$ cat src/rtl/reaction_pkg.sv
// Shared definitions for the reaction timer: FSM states, widths, LFSR helper.
package reaction_pkg;

    localparam int unsigned BCD_DIGITS = 4;
    localparam int unsigned BCD_W      = 4 * BCD_DIGITS;
    localparam int unsigned MS_W       = 14;
    localparam int unsigned LFSR_W     = 16;

    // Fibonacci taps 16,14,13,11 expressed as bit positions 15,13,12,10
    localparam logic [LFSR_W-1:0] LFSR_TAPS = 16'hB400;

    typedef enum logic [2:0] {
        ST_IDLE    = 3'd0,
        ST_DELAY   = 3'd1,
        ST_MEASURE = 3'd2,
        ST_RESULT  = 3'd3,
        ST_FAULT   = 3'd4
    } state_t;

    // One shift of the LFSR: feedback is the XOR of the tapped bits, shifted in at bit 0
    function automatic logic [LFSR_W-1:0] lfsr_next(input logic [LFSR_W-1:0] v);
        return {v[LFSR_W-2:0], ^(v & LFSR_TAPS)};
    endfunction

endpackage

$ cat src/rtl/bcd_counter.sv
// Four-digit cascaded decimal counter with synchronous clear and increment enable.
// Ports: CLK, RST_N (sync active-low), clear (zero all digits), inc (add one),
//        bcd (digits, [15:12] = thousands). 9999 + 1 wraps to 0000.
module bcd_counter
    import reaction_pkg::*;
(
    input  logic             CLK,
    input  logic             RST_N,
    input  logic             clear,
    input  logic             inc,
    output logic [BCD_W-1:0] bcd
);

    logic [BCD_W-1:0] bcd_nxt;

    // Ripple the carry through every digit within one cycle
    always_comb begin : next_digits
        logic carry;
        bcd_nxt = bcd;
        carry   = inc;
        for (int i = 0; i < int'(BCD_DIGITS); i++) begin
            if (carry) begin
                if (bcd[4*i +: 4] == 4'd9) begin
                    bcd_nxt[4*i +: 4] = 4'd0;
                end else begin
                    bcd_nxt[4*i +: 4] = bcd[4*i +: 4] + 4'd1;
                    carry             = 1'b0;
                end
            end
        end
        if (clear) begin
            bcd_nxt = '0;
        end
    end

    always_ff @(posedge CLK) begin
        if (!RST_N) begin
            bcd <= '0;
        end else begin
            bcd <= bcd_nxt;
        end
    end

endmodule

$ cat src/rtl/reaction_measure.sv
// Reaction timer measurement core: start press, random wait, LED on, then
// counts 1 ms ticks until the stop press, with false-start and timeout detection.
// Ports: CLK, RST_N (sync active-low), tick_in (1 kHz square wave, rising edge = 1 ms),
//        start/stop (debounced levels), led (stimulus), ms_count (binary ms),
//        bcd (ms_count as 4 BCD digits), done, false_start, timeout.
module reaction_measure
    import reaction_pkg::*;
#(
    parameter int unsigned    MAX_MS     = 9999,
    parameter int unsigned    DELAY_MIN  = 1000,
    parameter int unsigned    DELAY_BITS = 11,
    parameter int unsigned    RANDOM     = 1,
    parameter logic [15:0]    LFSR_SEED  = 16'hACE1
) (
    input  logic             CLK,
    input  logic             RST_N,
    input  logic             tick_in,
    input  logic             start,
    input  logic             stop,
    output logic             led,
    output logic [MS_W-1:0]  ms_count,
    output logic [BCD_W-1:0] bcd,
    output logic             done,
    output logic             false_start,
    output logic             timeout
);

    localparam int unsigned         WAIT_W  = $clog2(DELAY_MIN + (2 ** DELAY_BITS) + 1);
    localparam logic [MS_W-1:0]     MS_LAST = MS_W'(MAX_MS - 1);
    localparam logic [WAIT_W-1:0]   WAIT_MIN = WAIT_W'(DELAY_MIN);

    state_t              state_q, state_d;
    logic                tick_q, start_q, stop_q;
    logic                rise_tick, rise_start, rise_stop;
    logic [LFSR_W-1:0]   lfsr_q;
    logic [WAIT_W-1:0]   wait_q, wait_d, wait_load;
    logic [MS_W-1:0]     ms_d;
    logic                led_d, done_d, fs_d, to_d;
    logic                bcd_clr, bcd_inc;

    assign rise_tick  = tick_in & ~tick_q;
    assign rise_start = start & ~start_q;
    assign rise_stop  = stop & ~stop_q;

    // Wait length sampled from the LFSR value present on the start edge
    assign wait_load = WAIT_MIN +
                       ((RANDOM != 0) ? WAIT_W'(lfsr_q[DELAY_BITS-1:0]) : WAIT_W'(0));

    // State, history and output registers
    always_ff @(posedge CLK) begin
        if (!RST_N) begin
            state_q     <= ST_IDLE;
            tick_q      <= 1'b1;
            start_q     <= 1'b1;
            stop_q      <= 1'b1;
            lfsr_q      <= LFSR_SEED;
            wait_q      <= '0;
            ms_count    <= '0;
            led         <= 1'b0;
            done        <= 1'b0;
            false_start <= 1'b0;
            timeout     <= 1'b0;
        end else begin
            state_q     <= state_d;
            tick_q      <= tick_in;
            start_q     <= start;
            stop_q      <= stop;
            lfsr_q      <= lfsr_next(lfsr_q);
            wait_q      <= wait_d;
            ms_count    <= ms_d;
            led         <= led_d;
            done        <= done_d;
            false_start <= fs_d;
            timeout     <= to_d;
        end
    end

    // Next state and next output values; stop always takes priority over a tick
    always_comb begin
        state_d = state_q;
        wait_d  = wait_q;
        ms_d    = ms_count;
        led_d   = led;
        done_d  = done;
        fs_d    = false_start;
        to_d    = timeout;
        bcd_clr = 1'b0;
        bcd_inc = 1'b0;

        case (state_q)
            ST_IDLE: begin
                if (rise_start) begin
                    state_d = ST_DELAY;
                    wait_d  = wait_load;
                end
            end
            ST_DELAY: begin
                if (rise_stop) begin
                    state_d = ST_FAULT;
                    fs_d    = 1'b1;
                end else if (rise_tick) begin
                    if (wait_q <= WAIT_W'(1)) begin
                        state_d = ST_MEASURE;
                        led_d   = 1'b1;
                        ms_d    = '0;
                        bcd_clr = 1'b1;
                    end else begin
                        wait_d = wait_q - WAIT_W'(1);
                    end
                end
            end
            ST_MEASURE: begin
                if (rise_stop) begin
                    state_d = ST_RESULT;
                    done_d  = 1'b1;
                    led_d   = 1'b0;
                end else if (rise_tick) begin
                    ms_d    = ms_count + MS_W'(1);
                    bcd_inc = 1'b1;
                    if (ms_count == MS_LAST) begin
                        state_d = ST_RESULT;
                        done_d  = 1'b1;
                        to_d    = 1'b1;
                        led_d   = 1'b0;
                    end
                end
            end
            ST_RESULT, ST_FAULT: begin
                if (rise_start) begin
                    state_d = ST_DELAY;
                    wait_d  = wait_load;
                    done_d  = 1'b0;
                    fs_d    = 1'b0;
                    to_d    = 1'b0;
                    ms_d    = '0;
                    bcd_clr = 1'b1;
                end
            end
            default: begin
                state_d = ST_IDLE;
                led_d   = 1'b0;
            end
        endcase
    end

    bcd_counter u_bcd (
        .CLK   (CLK),
        .RST_N (RST_N),
        .clear (bcd_clr),
        .inc   (bcd_inc),
        .bcd   (bcd)
    );

endmodule

$ cat config.mk
export PLATFORM = sky130hd
export DESIGN_NAME = reaction_measure
export DESIGN_NICKNAME = d
export VERILOG_FILES = /design/src/rtl/reaction_pkg.sv /design/src/rtl/bcd_counter.sv /design/src/rtl/reaction_measure.sv
export SDC_FILE = /design/constraint.sdc
export NUM_CORES = 1
export LEC_CHECK = 0
export ABC_CLOCK_PERIOD_IN_PS = 3100
export BUFFER_PORTS_ARGS = -buffer_cell sky130_fd_sc_hd__buf_2
export CORE_AREA = 2 2 95 97
export DETAILED_ROUTE_END_ITERATION = 16
export DIE_AREA = 0 0 97 99
export PLACE_DENSITY_LB_ADDON = 0.12
export SETUP_SLACK_MARGIN = 0.15
export SKIP_CTS_REPAIR_TIMING = 1
export SLEW_MARGIN = 30
export SYNTH_ARGS = -nofsm -noshare
export SYNTH_HDL_FRONTEND = slang
export SYNTH_HIERARCHICAL = 1
export SYNTH_SLANG_ARGS = --single-unit
$ cat constraint.sdc
create_clock -name CLK -period 3.1 [get_ports CLK]
set_input_delay 0.465 -clock CLK [delete_from_list [all_inputs] [get_ports CLK]]
set_output_delay 0.465 -clock CLK [all_outputs]
set_load 0.01 [all_outputs]
-- Yosys cells after proc, flatten, opt, wreduce, memory -nomap -nowiden
Index checks and enable logic that the tools add are counted.
- flip-flop bits (word level): 68
- word-level logic and storage cells: 124
- add/subtract/negate cells: 7
- $lt $le $gt $ge: 1
- equal/unequal tests: 23
- muxes and demuxes: 54
- bitwise operators: 8
- reduce and logical (&&, ||, !) cells: 16
- operators by type and width (cell ; count):
    14-bit two-way mux ; 6
    12-bit two-way mux ; 4
    14-bit case mux with 3 select lines ; 1
    1-bit two-way mux ; 25
    12-bit case mux with 2 select lines ; 1
    3-bit two-way mux ; 7
    2-bit != test, second input constant ; 9
    4-bit by 1-bit adder with 4-bit output, second input constant ; 4
    4-bit == test, second input constant ; 4
    4-bit two-way mux ; 4
    16-bit XOR reduction ; 1
    5-bit AND reduction ; 3
    14-bit by 1-bit adder with 14-bit output, second input constant ; 1
    14-bit == test, second input constant ; 1
    10-bit by 11-bit adder with 12-bit output, first input constant ; 1
    12-bit by 1-bit <= comparator with 1-bit output, second input constant ; 1
    3-bit != test, second input constant ; 4
    12-bit by 1-bit subtractor with 12-bit output, second input constant ; 1
    3-bit case mux with 3 select lines ; 1
    1-bit case mux with 2 select lines ; 4
    7-bit AND reduction ; 1
    3-bit by 2-bit == test with 1-bit output, second input constant ; 2
    6-bit AND reduction ; 1
    2-bit nonzero test ; 3
    12 further kinds ; 19

-- Logic depth before layout (Yosys ltp)
Gate-level depths: netlist (run 1).
- word-level depth: 8
- mapped depth: 9

-- Modules after synthesis
The synthesis (run 1) kept the hierarchy.
- modules (own cells, without submodules) (module ; times used ; cells each ; area an instance (µm²) ; sequential area each (µm²)):
    reaction_measure ; 1 ; 301 ; 2561.2 ; 1041.0
    bcd_counter ; 1 ; 93 ; 805.8 ; 320.3

-- Worst setup path after synthesis (run 1)
No wires, ideal clock.
- kind: register to register
- from: register state_q[1]
- to: register u_bcd.bcd[15]
- arrival time: 2.141 ns
- slack: 0.885 ns
- cell stages (with the launch flop): 10
- path buffers: 2
- cell sequence: dfxtp_1 clkbuf_1 nor3b_2 nand3_1 inv_2 and4b_1 buf_6 nand4_4 or4b_1 a31oi_1
- longest elaborated chain between the ends: 5
- elaborated cells on any way between the ends: 11
- classes of those cells: eq/ne (4); mux (5); reduce/logical (2)
- RTL lines (item ; RTL line ; RTL):
    from (decl) ; reaction_measure.sv:32 ; state_t state_q, state_d;
    from (signal assigned) ; reaction_measure.sv:64 ; state_q <= state_d;
    3-bit by 2-bit == test with 1-bit output ; reaction_measure.sv:90 ; case (state_q)
    1-bit two-way mux ; reaction_measure.sv:90 ;
    named net bcd_inc ; reaction_measure.sv:39 ; logic bcd_clr, bcd_inc;
    1-bit two-way mux (3 in a row) ; bcd_counter.sv:22 ; if (carry) begin
    to (signal assigned) ; bcd_counter.sv:40 ; bcd <= bcd_nxt;
    to (decl) ; bcd_counter.sv:11 ; output logic [BCD_W-1:0] bcd
The timed path passes the listed nets, and every way through them passes these cells.
A chain may end at the register's enable or synchronous reset.

-- Worst setup path after layout (run 1)
Ends and elaborated chain as after synthesis.

==> results of run 1 <==
layout by cell type, fill, tap and decap left out, types with 4 or more instances in the layout:
cell / n
o31ai_1: 6
or4_1: 7
o21ai_0: 27
and2_1: 10
xnor2_1: 7
clkbuf_8: 9
nor3b_1: 4
nand2_1: 28
nand4_1: 5
nor2b_1: 12
buf_2: 38
nor3_1: 9
or3_1: 13
nand2b_1: 15
nor2_1: 27
ha_1: 5
nand3_1: 8
xor2_1: 8
dfxtp_1: 68
inv_1: 11
a21oi_1: 44
buf_4: 5
kinds of logic (layout without fill, tap and decap cells):
kind of cell    Yosys count  count (layout)
fa+ha+maj                 5               5
mux                       2               2
xor+xnor                 15              15
simple gates            164             164
buf+inv                  30              70
compound gates          110             110
flops                    68              68
per-layer routing:
layer  up-vias  global-route usage
li1       1506                   -
met1      1374               0.217
met4         0              0.0423
met3         7              0.0482
met5         -                   0
met2        47               0.251
flip-flops by register name, indices dropped and copies added (netlist names):
signal / flops
lfsr_q: 16
stop_q: 1
done: 1
timeout: 1
led: 1
ms_count: 14
wait_q: 12
u_bcd/bcd: 16
state_q: 3
start_q: 1
false_start: 1
tick_q: 1
critical path, stage by stage, from the launching register on:
cell     delay [ns]
dfxtp_1        0.49
nor3b_2        0.39
nand3_1        0.23
inv_2          0.18
and4b_1        0.45
nand4_4        0.13
or4b_1         0.50
a31oi_1        0.16
report_power, final:
group | leakage [nW] | internal [W] | switching [W] | total [W]
Clock | 0.0800 | 0.000283 | 0.000317 | 0.000600
Sequential | 0.554 | 0.000930 | 0.0000647 | 0.000994
Combinational | 0.829 | 0.000290 | 0.000438 | 0.000728
Total | 1.46 | 0.00150 | 0.000820 | 0.00232
per-stage QoR:
stage               total power, W  cells  area (µm²)
floorplan                  0.00157    394        3370
global placement           0.00173    527        3640
detailed placement         0.00174    527        3650
CTS                        0.00235    542        3800
global route               0.00251    542        3800
finish                     0.00232    542        3800
cell type report:
| type | count | share of cell area |
|---|---|---|
| multi-input combinational | 296 | 0.495 |
| sequential | 68 | 0.358 |
| timing repair buffer | 43 | 0.0599 |
| clock buffer | 12 | 0.0355 |
| tap | 108 | 0.0355 |
| inverter | 12 | 0.0118 |
| clock inverter | 3 | 0.00395 |
final timing paths:
kind	from	endpoint	slack, ns	depth (start not counted)
worst max register to register	state_q[1]$_SDFFE_PN0P_	u_bcd/bcd[15]$_SDFFE_PP0P_	0.49	7
worst min register to register	lfsr_q[14]$_SDFF_PN0_	lfsr_q[15]$_SDFF_PN1_	0.40	1
worst min-delay path	stop	stop_q$_SDFF_PN1_	0.33	2
worst max-delay path	state_q[1]$_SDFFE_PN0P_	u_bcd/bcd[15]$_SDFFE_PP0P_	0.49	7
==> flow_summary.yaml, run 1 <==
synthesis:
  syn-num-nets: 404
  synth_xor_area_frac: 0.0390
  synth_mux_area_frac: 0.00595
  synth_ff_type: "dfxtp_1"
  synth.avg_cell_area_um2: 8.55
  ys_seq_area_frac: 0.404
  syn_area_mm2: 0.00337
  synth-compound-area-share: 0.203
  synth_cells: 394
  async_reset_ff_frac: 0
  yosysMostFrequentCell: "dfxtp_1"
  synth.distinct_cells: 62
  synth-edff-count: 0
  ys_top_cells_by_area: "dfxtp_1 40%, a21oi_1 6.5%, o21ai_0 4.0%"
  synth_common_cells: "68 x dfxtp_1, 44 x a21oi_1, 28 x nand2_1"
  synth_area_leader_cell: "dfxtp_1"
  synth_top_family_by_area: "simple AND/OR/NAND/NOR gates"
  synth_top_area_frac: 0.404
  synth_seq_cells: 68
  synthAdderAreaFrac: 0.0186
  ys.warnings.count: 6
  synth-simple-area-share: 0.289
floorplan:
  die_x_um: 97
  rows: 34
  die_h_um: 99
  start_util: 0.394
  coreArea_mm2: 0.00855
  io_pins: 39
  die-area_mm2: 0.00960
timing:
  timing.setup.tns_ns: 0
  clock.fmax_mhz: 382
  final_max_slew_viol_count: 0
  whs_ns: 0.334
  setup_ws_ns: 0.485
  max-slew-margin-rel: 0.407
  post-route-period-util: 0.843
  skew_ns: 0.00762
  finalSetupViolCount: 0
  worst_slew_pin_slew_ns: 0.881
  fin_crit_ns: 2.61
  rsz0062_at_grt: "no"
  hold_viol_final: 0
grt:
  antenna_found_initial: 0
  gr-total-overflow: 0
  grt_pass1_vias: 2651
  grt_max_degree: 32
  grt_usage: 0.161
  grt_first_pass_wirelength_um: 12800
clock_tree:
  clock-sinks: 68
  clockBufferDepth: 2
  insertion_delay_ns: 0.34
  cts_tree: "done"
  clkTransAtPathRegs_ns: 0.07
  htree_levels: 3
  cts_buffers: 9
  clockRootBuffer: "clkbuf_8"
critical_path:
  crit_required_ns: 3.36
  critPathMaxFanout: 10
  worstSetupPathType: "reg2reg"
  end_kind: "register"
  cp_data_arrival_time_ns: 2.88
  critPathLaunchType: "register"
drt:
  ant_nets: 0
  met3_wirelength_um: 287
  drc: 0
  drt_iter0_drc: 82
  top_layer: "met4"
  wirelength_um: 7390
  routed-wl-met2_um: 3430
  vias: 2934
  wirelength_met1_um: 3610
  wl_per_cell_um: 13.6
  vias_per_cell: 5.41
  dr.pass1.iters: 4
layout:
  fin_util: 0.445
  nets: 440
  drive_gt1_frac: 0.164
  multi_input_area_mm2: 0.00188
  diodes: 0
  nFillCells: 891
  seq_area_mm2: 0.00136
  area_growth_pct: 12.9
power:
  ir_worst_vdd_v: 0.000473
  power_density_mw_per_mm2: 611
  leakage_nw: 1.46
job:
  maxCapViolCount: 0
placement:
  dp_hpwl_um: 5120
  io_buffer_count: 38
  place_ws_ns: 0.489
  gp_congestion: 0.790
hold_path:
  hp-class: "in2reg"
run_status:
  status: "finished clean"
Power figures use the tool's default switching activity.
==> inputs of run 2 (changes only) <==
--- a/config.mk
+++ b/config.mk
@@ -5,7 +5,7 @@
 export SDC_FILE = /design/constraint.sdc
 export NUM_CORES = 1
 export LEC_CHECK = 0
-export ABC_CLOCK_PERIOD_IN_PS = 3100
+export ABC_CLOCK_PERIOD_IN_PS = 2500
 export BUFFER_PORTS_ARGS = -buffer_cell sky130_fd_sc_hd__buf_2
 export CORE_AREA = 2 2 95 97
 export DETAILED_ROUTE_END_ITERATION = 16
==> constraint.sdc (replaced) <==
create_clock -name CLK -period 2.5 [get_ports CLK]
set_input_delay 0.375 -clock CLK [delete_from_list [all_inputs] [get_ports CLK]]
set_output_delay 0.375 -clock CLK [all_outputs]
set_load 0.01 [all_outputs]
==> run 2 against run 1 <==
Design area rose by 2.4%. Final cell count grew 1.1%. Count of clock-buffer cells in the layout is the same. Sequential power grew 25%. Fmax rose by 18%. Wire length up 0.46%. Clock skew is 0.0079 ns higher. Critical path depth decreased by 1. Die area stayed put. Largest cell class unchanged. Via count is 0.37% lower.
==> flow_summary.yaml, run 2 (synthesized netlist as in run 1, its figures left out) <==
run_status:
  status: "finished clean"
critical_path:
  critPathSlowestCell: "or4_1"
  path_cells: "or3_4 -> nor4_4 -> a311oi_2 -> buf_4 -> or4_1 -> a21oi_1"
  cp_data_arrival_time_ns: 2.51
  worstSetupPathType: "reg2reg"
  end_kind: "register"
  critPathLaunchType: "register"
  slowest_delay_ns: 0.52
  critPathMaxFanout: 25
  crit_required_ns: 2.78
layout:
  nets: 445
  top_regs: "lfsr_q x16, u_bcd/bcd x16, ms_count x14"
  drive_gt1_frac: 0.189
  seq_area_mm2: 0.00136
  diodes: 0
  final_common_cell: "dfxtp_1"
  nFillCells: 844
  final_cell_area_mm2: 0.00389
  layout_common_cells: "67 x dfxtp_1, 43 x a21oi_1, 38 x buf_2"
  area_growth_pct: 15.6
  multi_input_area_mm2: 0.00188
floorplan:
  die-area_mm2: 0.00960
  rows: 34
  die_x_um: 97
  die_h_um: 99
  io_pins: 39
  coreArea_mm2: 0.00855
  start_util: 0.394
drt:
  top_layer: "met4"
  ant_nets: 0
  dr.pass1.iters: 4
  vias: 2923
  wirelength_met1_um: 3840
  wirelength_um: 7430
  drt_iter0_drc: 144
  met3_wirelength_um: 263
  wl_per_cell_um: 13.6
  routed-wl-met2_um: 3220
  vias_per_cell: 5.33
  drc: 0
timing:
  finalSetupViolCount: 0
  hold_viol_final: 0
  skew_ns: 0.0156
  setup_ws_ns: 0.276
  max-slew-margin-rel: 0.630
  whs_ns: 0.228
  worst_slew_pin_slew_ns: 0.556
  clock.fmax_mhz: 450
  rsz0062_at_grt: "no"
  post-route-period-util: 0.890
  fin_crit_ns: 2.22
  timing.setup.tns_ns: 0
  final_max_slew_viol_count: 0
power:
  p_total_w: 0.00310
  power_density_mw_per_mm2: 796
  leakage_nw: 1.51
  ir_worst_vdd_v: 0.000377
clock_tree:
  cts_buffers: 9
  htree_levels: 3
  clockRootBuffer: "clkbuf_8"
  clock-sinks: 68
  cts_tree: "done"
  clockBufferDepth: 2
  insertion_delay_ns: 0.35
  clkTransAtPathRegs_ns: 0.08
grt:
  grt_max_degree: 32
  grt_first_pass_wirelength_um: 12700
  antenna_found_initial: 0
  gr-total-overflow: 0
  grt_usage: 0.162
  grt_pass1_vias: 2625
hold_path:
  hp-class: "in2reg"
placement:
  placed_cell_area_mm2: 0.00368
  gp_congestion: 0.767
  io_buffer_count: 38
  place_ws_ns: 0.177
  dp_hpwl_um: 5100
job:
  maxCapViolCount: 0
## run 2: cell count changes in the layout (fill, tap and decap cells not counted), sizes merged
cell and change:
buf +5, bufinv +1, clkinv -1, clkinvlp +1
## run 2: power breakdown
part | total, W | switching [W] | internal (W)
registers | 0.00124 | 0.0000815 | 0.00115
logic | 0.000924 | 0.000551 | 0.000374
clock network | 0.000939 | 0.000427 | 0.000512
## run 2: path summary, 6_finish.rpt
| check | startpoint | end | slack [ns] | cells past startpoint |
|---|---|---|---|---|
| max | wait_q[4]$_SDFFE_PN0P_ | ms_count[6]$_SDFFE_PN0P_ | 0.28 | 6 |
| min | tick_in | tick_q$_SDFF_PN1_ | 0.23 | 2 |
| min reg2reg | lfsr_q[14]$_SDFF_PN0_ | lfsr_q[15]$_SDFF_PN1_ | 0.41 | 1 |
| max reg2reg | wait_q[4]$_SDFFE_PN0P_ | ms_count[6]$_SDFFE_PN0P_ | 0.28 | 6 |
## run 2: area by class of cell
class | count | share of cell area
Multi-Input combinational cell | 296 | 0.483
Tap cell | 108 | 0.0347
Clock buffer | 12 | 0.0399
Clock inverter | 4 | 0.0122
Inverter | 12 | 0.0116
Timing Repair Buffer | 48 | 0.0681
Sequential cell | 68 | 0.350
## run 2: worst max-delay path: cells and delay by family, from the launching register on
kind                   cells  cell delay [ns]
AOI/OAI and AO/OA          2             0.26
and+or+nand+nor            3             1.32
DFF                        1             0.36
buffers and inverters      1             0.22
## run 2: through the flow
stage	cells	utilization
3_5_place_dp	532	0.430
4_1_cts	548	0.454
2_1_floorplan	394	-
3_3_place_gp	532	0.430
5_1_grt	548	0.455
6_report	548	0.455
## run 2: per-layer routing
layer / vias to the layer above / GRT usage
met5: - / 0
met4: 0 / 0.0693
met3: 9 / 0.0433
met2: 38 / 0.235
met1: 1356 / 0.227
li1: 1520 / -
